File: src/rtl/adder_tree_reduce_ctrl.sv
// adder_tree_reduce_ctrl
// Reduces signed vectors that arrive as beats of LENGTH elements. Each beat passes through
// a pipelined adder tree with one register per layer. The per-beat sums are accumulated into
// one ACC_WIDTH result per vector. Results leave through a 2-entry first-word-fall-through
// FIFO. Input acceptance is credit based, so a result never reaches a full FIFO.
module adder_tree_reduce_ctrl #(
   parameter int DATA_WIDTH = 8,
   parameter int LENGTH     = 16,
   parameter int ACC_WIDTH  = 32,
   parameter int BEAT_W     = 8
) (
   input  logic                         clk,
   input  logic                         rst_n,
   input  logic                         in_valid,
   output logic                         in_ready,
   input  logic [LENGTH*DATA_WIDTH-1:0] in_data,
   input  logic                         in_last,
   output logic                         out_valid,
   input  logic                         out_ready,
   output logic [ACC_WIDTH-1:0]         out_sum,
   output logic                         out_ovf,
   output logic [BEAT_W-1:0]            out_beats,
   output logic                         busy
);

   localparam int L  = $clog2(LENGTH);
   // Tree node width: enough headroom that a full beat sum cannot overflow.
   localparam int TW = DATA_WIDTH + L;

   typedef enum logic {
      ACC_IDLE = 1'b0,
      ACC_RUN  = 1'b1
   } acc_state_t;

   // ------------------------------------------------------------------
   // Declarations
   // ------------------------------------------------------------------
   logic                        r_rst_done;
   logic [L-1:0]                r_tag_vld;
   logic [L-1:0]                r_tag_last;
   logic [7:0]                  w_inflight_last;
   logic                        w_tag_any_next;
   logic                        w_accept;
   logic                        w_tag_out_vld;
   logic                        w_tag_out_last;
   logic signed [TW-1:0]        w_tree_out;
   logic signed [ACC_WIDTH-1:0] w_tree_ext;

   acc_state_t                  r_state;
   acc_state_t                  w_state_next;
   logic signed [ACC_WIDTH-1:0] r_acc;
   logic signed [ACC_WIDTH-1:0] w_acc_next;
   logic signed [ACC_WIDTH-1:0] w_sum;
   logic                        r_ovf;
   logic                        w_ovf_next;
   logic                        w_add_ovf;
   logic [BEAT_W-1:0]           r_cnt;
   logic [BEAT_W-1:0]           w_cnt_next;
   logic [BEAT_W-1:0]           w_cnt_inc;
   logic                        w_push;

   logic [ACC_WIDTH-1:0]        r_mem_sum   [2];
   logic                        r_mem_ovf   [2];
   logic [BEAT_W-1:0]           r_mem_beats [2];
   logic                        r_wr_ptr;
   logic                        r_rd_ptr;
   logic [1:0]                  r_count;
   logic [1:0]                  w_count_next;
   logic                        w_pop;
   logic                        w_head_sel;
   logic                        r_busy;

   // A beat is only taken when a result slot is guaranteed for every last beat in flight.
   assign in_ready = r_rst_done && ((9'(w_inflight_last) + 9'(r_count)) < 9'd2);
   assign w_accept = in_valid && in_ready;

   // ------------------------------------------------------------------
   // Adder tree: layer gl holds LENGTH>>(gl+1) registered pairwise sums
   // ------------------------------------------------------------------
   genvar gl, gi;
   generate
      for (gl = 0; gl < L; gl++) begin : g_layer
         localparam int N = LENGTH >> (gl + 1);
         for (gi = 0; gi < N; gi++) begin : g_node
            logic signed [TW-1:0] w_a;
            logic signed [TW-1:0] w_b;
            logic signed [TW-1:0] r_node;
            if (gl == 0) begin : g_leaf
               logic signed [DATA_WIDTH-1:0] w_ea;
               logic signed [DATA_WIDTH-1:0] w_eb;
               assign w_ea = in_data[(2*gi)*DATA_WIDTH +: DATA_WIDTH];
               assign w_eb = in_data[(2*gi+1)*DATA_WIDTH +: DATA_WIDTH];
               assign w_a  = TW'(w_ea);
               assign w_b  = TW'(w_eb);
            end else begin : g_inner
               assign w_a = g_layer[gl-1].g_node[2*gi].r_node;
               assign w_b = g_layer[gl-1].g_node[2*gi+1].r_node;
            end
            // Free-running layer register; validity is carried by the tag pipe.
            always_ff @(posedge clk or negedge rst_n) begin
               if (!rst_n) r_node <= '0;
               else        r_node <= w_a + w_b;
            end
         end
      end
   endgenerate

   assign w_tree_out     = g_layer[L-1].g_node[0].r_node;
   assign w_tree_ext     = ACC_WIDTH'(w_tree_out);
   assign w_tag_out_vld  = r_tag_vld[L-1];
   assign w_tag_out_last = r_tag_last[L-1];

   // Tag pipe {vld,last} shifts in lockstep with the tree layers.
   always_ff @(posedge clk or negedge rst_n) begin
      if (!rst_n) begin
         r_tag_vld  <= '0;
         r_tag_last <= '0;
      end else begin
         r_tag_vld[0]  <= w_accept;
         r_tag_last[0] <= w_accept && in_last;
         for (int i = 1; i < L; i++) begin
            r_tag_vld[i]  <= r_tag_vld[i-1];
            r_tag_last[i] <= r_tag_last[i-1];
         end
      end
   end

   // Count last beats in flight; also form the next-cycle "any tag valid" for busy.
   always_comb begin
      w_inflight_last = '0;
      w_tag_any_next  = w_accept;
      for (int i = 0; i < L; i++) begin
         w_inflight_last = w_inflight_last + 8'(r_tag_vld[i] & r_tag_last[i]);
      end
      for (int i = 0; i < L - 1; i++) begin
         w_tag_any_next = w_tag_any_next | r_tag_vld[i];
      end
   end

   // ------------------------------------------------------------------
   // Accumulator FSM
   // ------------------------------------------------------------------
   assign w_sum     = r_acc + w_tree_ext;
   assign w_add_ovf = (r_acc[ACC_WIDTH-1] == w_tree_ext[ACC_WIDTH-1]) &&
                      (w_sum[ACC_WIDTH-1] != r_acc[ACC_WIDTH-1]);
   assign w_cnt_inc = (&r_cnt) ? r_cnt : r_cnt + BEAT_W'(1);

   // Accumulator state register.
   always_ff @(posedge clk or negedge rst_n) begin
      if (!rst_n) begin
         r_state <= ACC_IDLE;
         r_acc   <= '0;
         r_ovf   <= 1'b0;
         r_cnt   <= '0;
      end else begin
         r_state <= w_state_next;
         r_acc   <= w_acc_next;
         r_ovf   <= w_ovf_next;
         r_cnt   <= w_cnt_next;
      end
   end

   // Next-state: a valid last output closes the vector (push, clear); otherwise keep adding.
   always_comb begin
      w_state_next = r_state;
      w_acc_next   = r_acc;
      w_ovf_next   = r_ovf;
      w_cnt_next   = r_cnt;
      w_push       = 1'b0;
      if (w_tag_out_vld) begin
         if (w_tag_out_last) begin
            w_push       = 1'b1;
            w_state_next = ACC_IDLE;
            w_acc_next   = '0;
            w_ovf_next   = 1'b0;
            w_cnt_next   = '0;
         end else begin
            w_state_next = ACC_RUN;
            w_acc_next   = w_sum;
            w_ovf_next   = r_ovf | w_add_ovf;
            w_cnt_next   = w_cnt_inc;
         end
      end
   end

   // ------------------------------------------------------------------
   // 2-entry FWFT result FIFO
   // ------------------------------------------------------------------
   assign out_valid = (r_count != 2'd0);
   assign w_pop     = out_valid && out_ready;

   always_comb begin
      w_count_next = r_count;
      case ({w_push, w_pop})
         2'b10:   w_count_next = r_count + 2'd1;
         2'b01:   w_count_next = r_count - 2'd1;
         default: w_count_next = r_count;
      endcase
   end

   // FIFO storage and pointers; a push and a pop in one cycle are both honoured.
   always_ff @(posedge clk or negedge rst_n) begin
      if (!rst_n) begin
         for (int i = 0; i < 2; i++) begin
            r_mem_sum[i]   <= '0;
            r_mem_ovf[i]   <= 1'b0;
            r_mem_beats[i] <= '0;
         end
         r_wr_ptr <= 1'b0;
         r_rd_ptr <= 1'b0;
         r_count  <= 2'd0;
      end else begin
         if (w_push) begin
            r_mem_sum[r_wr_ptr]   <= w_sum;
            r_mem_ovf[r_wr_ptr]   <= r_ovf | w_add_ovf;
            r_mem_beats[r_wr_ptr] <= w_cnt_inc;
            r_wr_ptr              <= ~r_wr_ptr;
         end
         if (w_pop) r_rd_ptr <= ~r_rd_ptr;
         r_count <= w_count_next;
      end
   end

   // When empty, the slot behind the read pointer still holds the last popped entry,
   // so the outputs keep their last value without extra registers.
   assign w_head_sel = out_valid ? r_rd_ptr : ~r_rd_ptr;
   assign out_sum    = r_mem_sum[w_head_sel];
   assign out_ovf    = r_mem_ovf[w_head_sel];
   assign out_beats  = r_mem_beats[w_head_sel];

   // Busy and ready-enable registers; busy is formed from next-state values so it is current.
   always_ff @(posedge clk or negedge rst_n) begin
      if (!rst_n) begin
         r_busy     <= 1'b0;
         r_rst_done <= 1'b0;
      end else begin
         r_busy     <= w_tag_any_next || (w_state_next == ACC_RUN) || (w_count_next != 2'd0);
         r_rst_done <= 1'b1;
      end
   end

   assign busy = r_busy;

   // Credit accounting must keep a push from ever meeting a full FIFO.
   a_no_push_when_full: assert property (@(posedge clk) disable iff (!rst_n)
      !(w_push && !w_pop && (r_count == 2'd2)));

endmodule

File: config.mk
export PLATFORM = sky130hd
export DESIGN_NAME = adder_tree_reduce_ctrl
export DESIGN_NICKNAME = d
export VERILOG_FILES = /design/src/rtl/adder_tree_reduce_ctrl.sv
export SDC_FILE = /design/constraint.sdc
export NUM_CORES = 1
export LEC_CHECK = 0
export ABC_CLOCK_PERIOD_IN_PS = 2850
export BUFFER_PORTS_ARGS = -buffer_cell sky130_fd_sc_hd__buf_2
export CORE_MARGIN = 3
export CORE_UTILIZATION = 54
export DETAILED_ROUTE_END_ITERATION = 6
export PLACE_DENSITY = 0.77
export SKIP_LAST_GASP = 1
export SLEW_MARGIN = 0
export SYNTH_ARGS = -nofsm -noshare
export SYNTH_HDL_FRONTEND = slang
export SYNTH_SLANG_ARGS = --single-unit
File: constraint.sdc
create_clock -name clk -period 2.85 [get_ports clk]
set_clock_uncertainty 0.05 [all_clocks]
set_input_delay 0.57 -clock clk [delete_from_list [all_inputs] [get_ports clk]]
set_output_delay 0.57 -clock clk [all_outputs]
set_load 0.02 [all_outputs]
==> flow_metrics.env <==
export IMPL_status="finished, violations left"
export IMPL_violations="setup timing"
export IMPL_slew_violations=0
export IMPL_leakagePower_nw=9.539
export IMPL_wl_per_cell_um=14.99
export IMPL_cap_violations=0
export IMPL_grt_max_degree=66
export IMPL_whs_path_depth=2
export IMPL_hold_path_endpoint="g_layer[0].g_node[1].r_node[0]$_DFF_PN0_"
export IMPL_dp_cells=2091
export IMPL_antenna_found_initial=0
export IMPL_synth_edf_count=0
export IMPL_syn_avg_cell_area_sq_um=10.33
export IMPL_dieArea_sq_um=31350
export IMPL_cts_root_buf="clkbuf_16"
export IMPL_cts_tree="done"
export IMPL_fin_crit_ns=3.593
export IMPL_ys_seq_area_share_pct=44.98
export IMPL_cts_buffers=30
export IMPL_first_iter_violations=471
export IMPL_multi_input_area_sq_um=8362
export IMPL_most_common_layout_cells="280 x dfrtp_1, 161 x ha_1, 147 x o21ai_0"
export IMPL_ir_worst_vdd_mv=0.6531
export IMPL_setup_viol=32
export IMPL_area_delta_synth_final_pct=22.84
export IMPL_fin_cells=2171
export IMPL_via_per_inst=5.345
export IMPL_nets=2088
export IMPL_critPathRequiredTime_ns=2.23
export IMPL_num_rows=61
export IMPL_gr_total_overflow=0
export IMPL_globalplace_congestion=0.8905
export IMPL_fin_crit_sh_pct=126.1
export IMPL_rr_endpoint="busy$_DFF_PN0_"
export IMPL_clk_path_buf_depth=3
export IMPL_tns_ns=-3.895
export IMPL_r2r_start="r_tag_vld[0]$_DFF_PN0_"
export IMPL_wl_mm=32.54
export IMPL_cts_max_level=1
export IMPL_num_vias=11610
export IMPL_synthCells=1529
export IMPL_ioPinCount=177
export IMPL_crit_path_end_kind="output port"
export IMPL_powerDensity_nw_per_um2=1177
export IMPL_worstHoldStart="in_data[24]"
export IMPL_reg2reg_slack_ns=-0.06
export IMPL_clk_latency_ns=0.55
export IMPL_die_y_um=177.1
export IMPL_fin_ws_ns=-0.7428
export IMPL_hold_viol=0
export IMPL_portBuffers=176
export IMPL_fillers=2099
export IMPL_clkSinkCount=284
export IMPL_drive_gt1_share_pct=21.81
export IMPL_start_util_pct=55.80
export IMPL_ys_seq_elements=284
export IMPL_firstDrtPassIters=5
export IMPL_clk_pin_slew_ns=0.06
export IMPL_synth_area_leaders="dfrtp_1 45%, ha_1 13%, o21ai_0 4.8%"
export IMPL_synth_top_area_share_pct=44.98
export IMPL_grt_pass1_vias=12000
export IMPL_syn_nets=1846
export IMPL_final_common_cell="dfrtp_1"
export IMPL_hpwl_mm=22.96
export IMPL_relSlewSlack_pct=54.32
export IMPL_rsz0062_at_grt="yes"
export IMPL_grt_pass1_wl_mm=54.83
export IMPL_ys_types=59
export IMPL_antenna_cells=0
export IMPL_async_reset_ff_share_pct=100.0
export IMPL_core_area_sq_um=28320
export IMPL_syn_area_sq_um=15800
export IMPL_tightestPinTransition_ns=0.6852
export IMPL_reg2reg_depth=11
export IMPL_crit_type="register to output port"
export IMPL_synth_top_area_cell="dfrtp_1"
export IMPL_worstSetupStartpointType="register"
export IMPL_final_seq_area_sq_um=7112
export IMPL_die_w_um=177.1
export IMPL_ant_nets=0
export IMPL_clock_fmax_mhz=278.3
export IMPL_critPathMaxFanout=3
export IMPL_drc=0
export IMPL_hold_class="primary input to register"
export IMPL_synth_warnings=0
export IMPL_arrival_ns=2.97
export IMPL_grtUsageTotal_pct=20.97
export IMPL_ys_flop_type="dfrtp_1"
[through the flow]
step | setup slack (ns) | power [W] | instance area, sq um | util [%] | hold WS (ns)
floorplan | -0.05545 | 0.01372 | 15840 | - | 0.2244
CTS | -0.7165 | 0.02226 | 19060 | 67.31 | 0.1629
detailed placement | -0.1521 | 0.01672 | 17520 | 61.87 | 0.3109
global placement | -0.09955 | 0.01634 | 17520 | 61.87 | 0.3005
finish | -0.7428 | 0.02285 | 19410 | 68.55 | 0.1972
global route | -0.8548 | 0.02457 | 19410 | 68.55 | 0.1705
[registers in the layout, summed over array words and instances (netlist names), 2 cells and up]
signal	cells
g_layer.g_node.r_node	146
r_acc	32
r_cnt	8
r_count	2
r_mem_beats	16
r_mem_ovf	2
r_mem_sum	64
r_tag_last	4
r_tag_vld	4
[where the power goes]
part           internal [W]  switching, W  total [W]
clock network       0.00213       0.00153    0.00366
logic               0.00624       0.00668     0.0129
registers           0.00550      0.000769    0.00627
[worst max-delay path, cell delays in order (launching register included)]
cell and delay (ns):
dfrtp_1 0.36, nand2_2 0.08, xor2_2 0.17, ha_1 0.30, ha_2 0.19, ha_4 0.27, inv_2 0.03, fa_2 0.35
a311oi_2 0.21, mux2i_1 0.15, nor2_2 0.18, buf_6 0.14
[how the worst max path moves through the flow]
stage | startpoint | to | slack, ns | cells past startpoint
floorplan | r_tag_last[3]$_DFF_PN0_ | in_ready | -0.06 | 11
global placement | r_tag_vld[3]$_DFF_PN0_ | in_ready | -0.1 | 11
detailed placement | r_tag_vld[3]$_DFF_PN0_ | in_ready | -0.15 | 11
CTS | r_tag_last[3]$_DFF_PN0_ | in_ready | -0.72 | 11
global route | r_tag_vld[0]$_DFF_PN0_ | in_ready | -0.85 | 11
finish | r_tag_vld[0]$_DFF_PN0_ | in_ready | -0.74 | 11
[cell type report]
cell class              instances  area share [%]
clock buffers                  43           4.325
inverters                     140           2.707
well taps                     378           2.437
repair buffers                252           10.30
flip-flops and latches        284           36.64
multi-input cells            1063           43.08
clock inverters                11          0.5157
[cell usage after synthesis (15+ instances only)]
cell type / instances
inv_1: 140
fa_1: 17
o2bb2ai_1: 34
nand2_1: 140
o21ai_0: 153
o211ai_1: 15
clkbuf_1: 35
nor2_1: 52
dfrtp_1: 284
xnor2_1: 84
ha_1: 167
a21oi_1: 106
a21o_1: 42
mux2_2: 45
xor2_1: 42
o21bai_1: 23
[per-layer routing]
| metal | GRT usage (%) | part of all wire (%) | wire (um) | up-vias |
|---|---|---|---|---|
| li1 | - | - | - | 5769 |
| met1 | 25.13 | 41 | 13360 | 5525 |
| met2 | 38.59 | 52 | 16860 | 244 |
| met3 | 3.325 | 4.2 | 1364 | 67 |
| met4 | 6.514 | 3.0 | 965 | 0 |
| met5 | 0 | 0 | 0 | - |
[logic make-up after synthesis]
family	share of synthesized area [%]
AND/OR/NAND/NOR	7.127
other	0.02373
adder cells (fa/ha/maj)	15.38
flip-flops	44.98
XOR/XNOR	7.087
multiplexers	3.714
buffers and inverters	4.395
AO/OA/AOI/OAI	17.30
[repair_timing]
| action | in CTS | in global routing |
|---|---|---|
| endpoints found under the setup margin | 45 | 78 |
| buffers inserted | 11 | 13 |
| endpoints found under the hold margin | 60 | 0 |
| resized for setup | 93 | 90 |
| hold buffers | 1 | 0 |
| pin swaps | 2 | 19 |
| gates cloned | 7 | 0 |
(Power assumes the default switching activity.)
